`config.mk`:
```
export PLATFORM = sky130hd
export DESIGN_NAME = mt6835_spi_responder_flat
export DESIGN_NICKNAME = d
export VERILOG_FILES = /design/src/rtl/mt6835_pkg.sv /design/src/rtl/mt6835_spi_responder_if.sv /design/src/rtl/crc8_serial.sv /design/src/rtl/mt6835_spi_responder.sv /design/src/flat_wrapper.sv
export SDC_FILE = /design/constraint.sdc
export NUM_CORES = 1
export LEC_CHECK = 0
export CAP_MARGIN = 20
export CORE_MARGIN = 8
export CORE_UTILIZATION = 51
export DETAILED_ROUTE_END_ITERATION = 16
export PLACE_DENSITY = 0.75
export SLEW_MARGIN = 20
export SYNTH_ARGS = -nofsm -noshare
export SYNTH_HDL_FRONTEND = slang
export SYNTH_SLANG_ARGS = --single-unit
```
`constraint.sdc`:
```
create_clock -name i_clk -period 1.9 [get_ports i_clk]
set_input_delay 0.38 -clock i_clk [delete_from_list [all_inputs] [get_ports i_clk]]
set_output_delay 0.38 -clock i_clk [all_outputs]
set_load 0.05 [all_outputs]
```
`src/rtl/mt6835_pkg.sv`:
```
// mt6835_pkg: shared frame constants and FSM encoding for the MT6835 reader/responder pair
package mt6835_pkg;
  localparam logic [3:0]  CMD_READ   = 4'hA;
  localparam logic [11:0] ADDR_ANGLE = 12'h003;
  localparam logic [7:0]  CRC_POLY   = 8'h07;
  localparam logic [7:0]  CRC_INIT   = 8'h00;
  localparam int CMD_W    = 16;
  localparam int RESP_W   = 32;
  localparam int ANGLE_W  = 21;
  localparam int STATUS_W = 3;
  localparam int SNAP_W   = ANGLE_W + STATUS_W;
  localparam int FRAME_W  = CMD_W + RESP_W;
  typedef enum logic [2:0] {ST_IDLE, ST_CMD, ST_RESP, ST_IGNORE, ST_DONE} state_t;
endpackage

```
`src/rtl/mt6835_spi_responder_if.sv`:
```
// mt6835_spi_responder_if: SPI pin bundle between master and responder
interface mt6835_spi_responder_if;
  logic spi_clk;
  logic spi_cs;
  logic spi_mosi;
  logic spi_miso;
  logic spi_miso_oe;
  modport master(output spi_clk, spi_cs, spi_mosi, input spi_miso, spi_miso_oe);
  modport slave(input spi_clk, spi_cs, spi_mosi, output spi_miso, spi_miso_oe);
endinterface

```
`src/rtl/crc8_serial.sv`:
```
// crc8_serial: bit-serial MSB-first CRC-8, non-reflected, no final XOR
module crc8_serial
  import mt6835_pkg::*;
#(
  parameter logic [7:0] POLY = CRC_POLY,
  parameter logic [7:0] INIT = CRC_INIT
) (
  input  logic       i_clk,
  input  logic       i_rst,
  input  logic       seed,
  input  logic       en,
  input  logic       data_bit,
  output logic [7:0] crc
);
  // reseed at frame start, then fold in one data bit per enabled cycle
  always_ff @(posedge i_clk)
    if (i_rst || seed) crc <= INIT;
    else if (en) crc <= {crc[6:0], 1'b0} ^ ((crc[7] ^ data_bit) ? POLY : 8'h00);
endmodule

```
`src/rtl/mt6835_spi_responder.sv`:
```
// mt6835_spi_responder: sensor-side MT6835 angle-read SPI emulator (mode 3, oversampled pins)
module mt6835_spi_responder
  import mt6835_pkg::*;
#(
  parameter logic [3:0]  CMD_READ_P   = CMD_READ,
  parameter logic [11:0] ADDR_ANGLE_P = ADDR_ANGLE,
  parameter logic [7:0]  CRC_POLY_P   = CRC_POLY,
  parameter logic [7:0]  CRC_INIT_P   = CRC_INIT,
  parameter int          SYNC_STAGES  = 2
) (
  input  logic                i_clk,
  input  logic                i_rst,
  mt6835_spi_responder_if.slave spi,
  input  logic [ANGLE_W-1:0]  i_angle,
  input  logic [STATUS_W-1:0] i_status,
  output logic                o_busy,
  output logic                o_cmd_valid,
  output logic [CMD_W-1:0]    o_cmd,
  output logic                o_frame_done,
  output logic                o_frame_err
);
  localparam logic [CMD_W-1:0] READ_WORD = {CMD_READ_P, ADDR_ANGLE_P};
  logic [SYNC_STAGES-1:0] sck_s, cs_s, mosi_s;
  logic sck_q, cs_q, armed;
  logic sck, cs, mosi, sck_rise, sck_fall, cs_rise, cs_fall, cmd_last, resp_last;
  state_t state_q, state_d;
  logic [5:0] bit_cnt;
  logic [4:0] crc_cnt;
  logic [CMD_W-2:0] cmd_sr;
  logic [CMD_W-1:0] cmd_word;
  logic [SNAP_W-1:0] snap, crc_sr;
  logic [RESP_W-1:0] resp_sr;
  logic [7:0] crc;
  logic miso_q;
  assign sck = sck_s[SYNC_STAGES-1];
  assign cs = cs_s[SYNC_STAGES-1];
  assign mosi = mosi_s[SYNC_STAGES-1];
  assign sck_rise = sck & ~sck_q;
  assign sck_fall = ~sck & sck_q;
  assign cs_rise = cs & ~cs_q;
  // a CS fall only counts once CS has been seen high since reset
  assign cs_fall = armed & cs_q & ~cs;
  assign cmd_word = {cmd_sr, mosi};
  assign cmd_last = state_q == ST_CMD && sck_rise && bit_cnt == 6'(CMD_W - 1) && !cs_rise;
  assign resp_last = state_q == ST_RESP && sck_rise && bit_cnt == 6'(FRAME_W - 1) && !cs_rise;
  assign o_busy = state_q != ST_IDLE;
  assign spi.spi_miso = miso_q;
  assign spi.spi_miso_oe = state_q == ST_RESP;
  // pin synchronisers plus one history flop for edge detection; CS resets low so arming waits for a real high
  always_ff @(posedge i_clk)
    if (i_rst) begin
      sck_s <= '1;
      cs_s <= '0;
      mosi_s <= '0;
      sck_q <= 1'b1;
      cs_q <= 1'b0;
      armed <= 1'b0;
    end else begin
      sck_s <= {sck_s[SYNC_STAGES-2:0], spi.spi_clk};
      cs_s <= {cs_s[SYNC_STAGES-2:0], spi.spi_cs};
      mosi_s <= {mosi_s[SYNC_STAGES-2:0], spi.spi_mosi};
      sck_q <= sck;
      cs_q <= cs;
      armed <= armed | cs;
    end
  // FSM state register
  always_ff @(posedge i_clk)
    if (i_rst) state_q <= ST_IDLE;
    else state_q <= state_d;
  // FSM next state; CS rise overrides everything
  always_comb begin
    state_d = state_q;
    case (state_q)
      ST_IDLE: state_d = cs_fall ? ST_CMD : ST_IDLE;
      ST_CMD:  state_d = cmd_last ? (cmd_word == READ_WORD ? ST_RESP : ST_IGNORE) : ST_CMD;
      ST_RESP: state_d = resp_last ? ST_DONE : ST_RESP;
      default: state_d = state_q;
    endcase
    if (cs_rise) state_d = ST_IDLE;
  end
  // frame datapath: snapshot, command shift, response shift and status pulses
  always_ff @(posedge i_clk)
    if (i_rst) begin
      bit_cnt <= '0;
      crc_cnt <= '0;
      cmd_sr <= '0;
      snap <= '0;
      crc_sr <= '0;
      resp_sr <= '0;
      miso_q <= 1'b1;
      o_cmd <= '0;
      o_cmd_valid <= 1'b0;
      o_frame_done <= 1'b0;
      o_frame_err <= 1'b0;
    end else begin
      o_cmd_valid <= cmd_last;
      o_frame_done <= resp_last;
      o_frame_err <= cs_rise && (state_q == ST_CMD || state_q == ST_RESP);
      crc_cnt <= crc_cnt != 0 ? crc_cnt - 5'd1 : crc_cnt;
      crc_sr <= crc_sr << 1;
      if (cs_rise) miso_q <= 1'b1;
      if (state_q == ST_IDLE && cs_fall) begin
        snap <= {i_angle, i_status};
        crc_sr <= {i_angle, i_status};
        crc_cnt <= 5'(SNAP_W);
        bit_cnt <= '0;
      end
      if ((state_q == ST_CMD || state_q == ST_RESP) && sck_rise && !cs_rise) bit_cnt <= bit_cnt + 6'd1;
      if (state_q == ST_CMD && sck_rise && !cs_rise) cmd_sr <= cmd_word[CMD_W-2:0];
      if (cmd_last) begin
        o_cmd <= cmd_word;
        resp_sr <= {snap, crc};
      end
      if (state_q == ST_RESP && sck_fall && !cs_rise) begin
        miso_q <= resp_sr[RESP_W-1];
        resp_sr <= resp_sr << 1;
      end
    end
  crc8_serial #(.POLY(CRC_POLY_P), .INIT(CRC_INIT_P)) u_crc (
    .i_clk    (i_clk),
    .i_rst    (i_rst),
    .seed     (state_q == ST_IDLE && cs_fall),
    .en       (crc_cnt != 0),
    .data_bit (crc_sr[SNAP_W-1]),
    .crc      (crc)
  );
endmodule

```
`src/flat_wrapper.sv`:
```
// flat-port wrapper written by rule: the top's interface ports become plain ports
module mt6835_spi_responder_flat import mt6835_pkg::*;
#(
  parameter logic [3:0]  CMD_READ_P   = CMD_READ,
  parameter logic [11:0] ADDR_ANGLE_P = ADDR_ANGLE,
  parameter logic [7:0]  CRC_POLY_P   = CRC_POLY,
  parameter logic [7:0]  CRC_INIT_P   = CRC_INIT,
  parameter int          SYNC_STAGES  = 2
)
  (i_clk, i_rst, i_angle, i_status, o_busy, o_cmd_valid, o_cmd, o_frame_done, o_frame_err, spi_spi_clk, spi_spi_cs, spi_spi_mosi, spi_spi_miso, spi_spi_miso_oe);
  mt6835_spi_responder_if spi_i ();
  input  logic i_clk;
  input  logic i_rst;
  input  logic [ANGLE_W-1:0] i_angle;
  input  logic [STATUS_W-1:0] i_status;
  output logic o_busy;
  output logic o_cmd_valid;
  output logic [CMD_W-1:0] o_cmd;
  output logic o_frame_done;
  output logic o_frame_err;
  input wire logic [$bits(spi_i.spi_clk)-1:0] spi_spi_clk;
  input wire logic [$bits(spi_i.spi_cs)-1:0] spi_spi_cs;
  input wire logic [$bits(spi_i.spi_mosi)-1:0] spi_spi_mosi;
  output wire logic [$bits(spi_i.spi_miso)-1:0] spi_spi_miso;
  output wire logic [$bits(spi_i.spi_miso_oe)-1:0] spi_spi_miso_oe;
  assign spi_i.spi_clk = spi_spi_clk;
  assign spi_i.spi_cs = spi_spi_cs;
  assign spi_i.spi_mosi = spi_spi_mosi;
  assign spi_spi_miso = spi_i.spi_miso;
  assign spi_spi_miso_oe = spi_i.spi_miso_oe;
  mt6835_spi_responder #(.CMD_READ_P(CMD_READ_P), .ADDR_ANGLE_P(ADDR_ANGLE_P), .CRC_POLY_P(CRC_POLY_P), .CRC_INIT_P(CRC_INIT_P), .SYNC_STAGES(SYNC_STAGES)) u_core (.i_clk(i_clk), .i_rst(i_rst), .spi(spi_i), .i_angle(i_angle), .i_status(i_status), .o_busy(o_busy), .o_cmd_valid(o_cmd_valid), .o_cmd(o_cmd), .o_frame_done(o_frame_done), .o_frame_err(o_frame_err));
endmodule
```
==> flow_metrics.env <==
export IMPL_status="complete, no violations"
export IMPL_drt_iter0_drc=310
export IMPL_finalMaxSlewViolations=0
export IMPL_hold_path_startpoint="i_rst"
export IMPL_hold_slack_ns=0.237
export IMPL_layout_nets=724
export IMPL_cp_arrival_ns=1.48
export IMPL_io_buffer_count=50
export IMPL_dp_cells=811
export IMPL_die_w_um=120
export IMPL_clk_pin_slew_ns=0.06
export IMPL_area_growth_pct=23.6
export IMPL_startpoint_type="register"
export IMPL_tns_ns=0
export IMPL_final_cell_mix="144 x dfxtp_1, 127 x nand2_1, 101 x a21oi_1, 44 x nand3_1, 35 x o21ai_0"
export IMPL_skew_ns=0.00706
export IMPL_syn_area_mm2=0.00556
export IMPL_totalWireLength_mm=12.8
export IMPL_max_cap_viol_count=0
export IMPL_ant_nets=0
export IMPL_cts_buffers=17
export IMPL_dp_hpwl_mm=7.65
export IMPL_worstReg2RegStart="u_core.bit_cnt[0]"
export IMPL_grt_overflow=0
export IMPL_p_clk_frac=0.484
export IMPL_postSynthAreaPerCell_um2=8.41
export IMPL_grt_start_max_net_pins=66
export IMPL_powerDensity_mw_per_mm2=1020
export IMPL_layoutNonFillerInstCount=845
export IMPL_min_to="u_core.armed"
export IMPL_async_flop_share=0
export IMPL_yosysWarnings=0
export IMPL_slowest_stage="dfxtp_2"
export IMPL_layout_commonest_cell="dfxtp_1"
export IMPL_clk_path_buf_depth=2
export IMPL_synth_seq_area_share=0.526
export IMPL_fin_crit_sh=0.978
export IMPL_slew_headroom=0.624
export IMPL_finalSetupViolCount=0
export IMPL_die_area_mm2=0.0145
export IMPL_endpoint_kind="primary output"
export IMPL_gp_congestion=0.782
export IMPL_antenna_found_initial=0
export IMPL_crit_fanout=6
export IMPL_clock_sinks=146
export IMPL_tritoncts="built"
export IMPL_die_h_um=120
export IMPL_via_per_inst=5.68
export IMPL_coreArea_mm2=0.0107
export IMPL_pin_count=51
export IMPL_multi_input_comb_area_mm2=0.00243
export IMPL_pwr_share_comb=0.065
export IMPL_r2r_cells=6
export IMPL_initial_core_util=0.518
export IMPL_grt_usage=0.176
export IMPL_synth_nets=692
export IMPL_power_switching_uw=1530
export IMPL_p_sw_frac=0.217
export IMPL_worstPathRequired_ns=1.52
export IMPL_synth_flop_cell="dfxtp_1"
export IMPL_layout_drive_gt1_share=0.116
export IMPL_r2r_slack_ns=0.06
export IMPL_p_leak_uw=0.00240
export IMPL_diodes=0
export IMPL_power_frac_seq=0.451
export IMPL_firstDrtPassIters=5
export IMPL_tightestPinTransition_ns=0.559
export IMPL_peakVddDrop_mv=0.613
export IMPL_synth_seq_cells=146
export IMPL_post_drt_wl_per_cell_um=15.1
export IMPL_hold_path_class="input port to register"
export IMPL_hold_buffers=0
export IMPL_worstSkewPairLatency_ns=0.52
export IMPL_hold_viol=0
export IMPL_htree_levels=4
export IMPL_synth_cells=661
export IMPL_grt_pass1_vias=4569
export IMPL_max_stage_delay_ns=0.35
export IMPL_rsz0062_at_grt="yes"
export IMPL_drc=0
export IMPL_hold_depth=2
export IMPL_period_minus_slack_ns=1.86
export IMPL_cts_root_buffer="clkbuf_8"
export IMPL_n_fill_cell=942
export IMPL_regArea_mm2=0.00293
export IMPL_yosysUniqueCellTypes=41
export IMPL_num_vias=4796
export IMPL_clock_fmax_mhz=538
export IMPL_finalPower_uw=7040
export IMPL_internal_power_uw=5520
export IMPL_synth_edf_count=0
export IMPL_std_cell_rows=38
export IMPL_r2r_end="u_core.resp_sr[20]"
export IMPL_path_cells="buf_4 > nor3b_4 > buf_12"
export IMPL_worstSetupPathType="register to primary output"
export IMPL_grt_pass1_wl_mm=21.0
synth_stat cells, drive strengths merged (2+ instances only):
library cell / number / share of area
a211oi: 2 / 0.0027
nand2b: 5 / 0.0056
o21ai: 40 / 0.036
nor3b: 5 / 0.0076
inv: 2 / 0.0014
nand4b: 4 / 0.0063
nand3: 45 / 0.040
or3: 5 / 0.0056
nor4: 4 / 0.0045
a21oi: 101 / 0.091
o211ai: 12 / 0.016
ha: 2 / 0.0045
clkbuf: 40 / 0.027
xnor2: 3 / 0.0047
a311oi: 21 / 0.033
a32oi: 10 / 0.016
or4: 2 / 0.0027
nand2: 127 / 0.086
and3: 3 / 0.0034
xor2: 3 / 0.0047
buf: 18 / 0.017
dfxtp: 146 / 0.53
nor2: 32 / 0.022
nor2b: 8 / 0.0090
nor3: 5 / 0.0054
nor4b: 3 / 0.0047
or2: 5 / 0.0056
cell families after synthesis:
group | synth area share
and+or+nand+nor | 0.213
AOI/OAI and AO/OA | 0.202
DFF | 0.526
buffers and inverters | 0.0457
xor gates and xnor gates | 0.00945
adders and majority gates | 0.00450
metal layers:
metal  global-route usage  routed length [µm]
met5                    0                   0
met1                0.213                5620
met4               0.0827                 306
met3               0.0503                 640
met2                0.283                6190
sequential cells by signal, summed over array words and instances, names as in the netlist, 3 cells and up:
name              count
u_core.u_crc.crc      8
u_core.cmd_sr        15
u_core.bit_cnt        6
u_core.o_cmd         16
u_core.state_q        3
u_core.crc_sr        24
u_core.snap          24
u_core.resp_sr       32
u_core.crc_cnt        5
metrics by stage:
stage,worst slack (ns),util,cell area [µm²]
after detailed placement,0.0433,0.580,6230
after global routing,-0.0154,0.640,6880
after CTS,0.0158,0.637,6840
final,0.0417,0.640,6880
after global placement,0.134,0.580,6230
after floorplan,-0.000889,-,5570
worst max-delay path by stage:
stage / depth (start not counted) / from / slack (ns) / end
floorplan: 6 / u_core.state_q[2] / -0.0009 / u_core.resp_sr[11]
CTS: 2 / u_core.state_q[2] / 0.02 / o_busy
global placement: 4 / u_core.state_q[2] / 0.13 / u_core.u_crc.crc[0]
global route: 3 / u_core.state_q[0] / -0.02 / spi_spi_miso_oe
finish: 3 / u_core.state_q[0] / 0.04 / spi_spi_miso_oe
detailed placement: 6 / u_core.bit_cnt[0] / 0.04 / u_core.resp_sr[20]
worst max-delay path, delay by kind of cell, from the launching register on:
family	cells	cell delay, ns
buf+inv	2	0.33
flops	1	0.35
simple gates	1	0.27
power by group through the flow:
stage,Sequential [µW],Clock [µW],Combinational (µW)
floorplan,3220,0,313
global placement,3230,0,425
detailed placement,3240,0,440
CTS,3170,3460,453
global route,3180,3600,501
finish,3180,3410,455
timing repair:
item	4_1_cts	5_1_grt
buffers inserted	2	1
resized for setup	12	11
setup endpoints to repair	12	26
pin swaps	1	0
final cells by class:
class                   count  share of cell area
clock inverters            10              0.0229
repair buffers             71               0.107
flip-flops and latches    146               0.425
multi-input cells         455               0.353
clock buffers              21              0.0653
inverters                   2             0.00109
well taps                 140              0.0255
No activity file was read; power rests on OpenSTA's default activity.
==> patch (same flow settings) <==
The 5 states of `state_t` get a one-hot encoding in 5 bits.
--- a/src/rtl/mt6835_pkg.sv
+++ b/src/rtl/mt6835_pkg.sv
@@ -12,3 +12,3 @@
   localparam int FRAME_W  = CMD_W + RESP_W;
-  typedef enum logic [2:0] {ST_IDLE, ST_CMD, ST_RESP, ST_IGNORE, ST_DONE} state_t;
+  typedef enum logic [4:0] {ST_IDLE = 5'b00001, ST_CMD = 5'b00010, ST_RESP = 5'b00100, ST_IGNORE = 5'b01000, ST_DONE = 5'b10000} state_t;
 endpackage
Function: no difference found for any inputs over 10 cycles, from zero or initial values and one cycle with i_rst high; not proved beyond that.
==> patch against the original RTL <==
  * The flow now finishes with violations (setup timing)
  * Cell area rose by 9.4%
  * Sequential share of layout area fell by 3.1 points
  * Total power fell by 0.43%
  * Register-to-register slack got worse by 0.26 ns
  * Wire length rose by 16%
  * Fmax fell by 12%
  * Sequential cell count rose by 2
  * Combinational power rose by 8.6%
  * Area after synthesis rose by 5.5%
  * Setup slack got worse by 0.24 ns
  * Largest power group unchanged
==> patch: results <==
export IMPL_gp_congestion=0.8364
export IMPL_failed_checks="setup timing"
export IMPL_grt_pass1_wl_mm=22.67
export IMPL_p_leak_nw=2.779
export IMPL_synthTopCellsByArea="dfxtp_1 51%, a311oi_2 7.4%, a21oi_1 6.7%"
export IMPL_skew_ns=0.01038
export IMPL_status="finished with violations"
export IMPL_dr_pass1_iters=6
export IMPL_avgSynthCellArea_um2=8.836
export IMPL_grt_max_degree=70
export IMPL_drive_gt1_share_pct=20.11
export IMPL_setup_slack_ns=-0.2016
export IMPL_slew_headroom_pct=64.85
export IMPL_top_regs="u_core.resp_sr: 32 flops, u_core.crc_sr: 24 flops, u_core.snap: 24 flops"
export IMPL_placed_cells=831
export IMPL_nFillCells=874
export IMPL_grt_pass1_vias=4777
export IMPL_setup_viol=50
export IMPL_nets=749
export IMPL_crit_family="simple AND/OR/NAND/NOR gates"
export IMPL_vias=5007
export IMPL_yosys_warnings=0
export IMPL_place_hpwl_mm=8.340
export IMPL_drt_iter0_markers=366
export IMPL_seq_area_frac_synth_pct=50.50
export IMPL_drt_vias_per_instance=5.729
export IMPL_clockRootBuffer="clkbuf_16"
export IMPL_wl_per_cell_um=16.86
export IMPL_cp_slowest_cell="or4_2"
export IMPL_min_from="i_rst"
export IMPL_crit_path_start="u_core.state_q[4]"
export IMPL_crit_type="reg2reg"
export IMPL_clock_latency_ns=0.42
export IMPL_synth_net_count=695
[patch: path summary, 6_finish.rpt]
check | end | slack (ns) | depth (start not counted)
worst max register to register | u_core.resp_sr[1] | -0.20 | 5
worst max-delay path | u_core.resp_sr[1] | -0.20 | 5
worst min register to register | u_core.sck_s[1] | 0.41 | 1
worst min-delay path | u_core.snap[0] | 0.40 | 2
[patch: where the power goes]
| group | internal [mW] | switching, mW |
|---|---|---|
| sequential | 3.17 | 0.0451 |
| clock | 2.01 | 1.30 |
| combinational | 0.219 | 0.275 |
[patch: what timing repair did]
| item | in CTS | in global routing |
|---|---|---|
| endpoints found under the setup margin | 51 | 65 |
| pin swaps | 1 | 11 |
| resized for setup | 32 | 28 |
| setup buffers | 1 | 4 |
| cloned | 0 | 6 |
[patch: cell type report]
type | instances | area (um2) | share of cell area [%]
flip-flops and latches | 148 | 2969 | 39.48
repair buffers | 92 | 987.2 | 13.13
well taps | 143 | 178.9 | 2.379
multi-input cells | 456 | 2789 | 37.08
clock inverters | 11 | 125.1 | 1.664
clock buffers | 21 | 460.4 | 6.122
inverters | 3 | 11.26 | 0.1497
[patch: per-stage QoR]
step / hold WS, ns / setup slack, ns / util, % / instance area (um2) / TNS [ns]
finish: 0.3960 / -0.2016 / 66.43 / 7521 / -5.613
global route: 0.4139 / -0.2448 / 66.43 / 7521 / -8.216
CTS: 0.3851 / -0.1789 / 63.94 / 7238 / -3.281
detailed placement: 0.3986 / -0.09719 / 58.47 / 6619 / -2.280
global placement: 0.3935 / -0.04025 / 58.47 / 6619 / -1.055
floorplan: 0.3895 / 0.03815 / - / 5872 / 0
[patch: metal layers]
layer | GRT usage, % | vias up | routed length (um)
met5 | 0 | - | 0
met4 | 7.449 | 0 | 300
met3 | 4.201 | 29 | 569
met2 | 30.38 | 121 | 7175
met1 | 23.19 | 2417 | 6694
li1 | - | 2440 | -
[patch: worst register-to-register path, stage by stage, from the launching register on]
cell and delay (ns):
dfxtp_2 0.32, or3_4 0.39, or4_2 0.76, clkbuf_16 0.28
nor2_1 0.15, nor4_1 0.07
[patch: cell families after synthesis]
logic type               after synthesis  synth area share, %
AO/OA/AOI/OAI                        168                19.73
XOR/XNOR                               6               0.8957
adder cells (fa/ha/maj)                2               0.4265
buffers and inverters                 60                4.393
flip-flops                           148                50.50
multiplexers                          16                2.730
AND/OR/NAND/NOR                      264                21.33
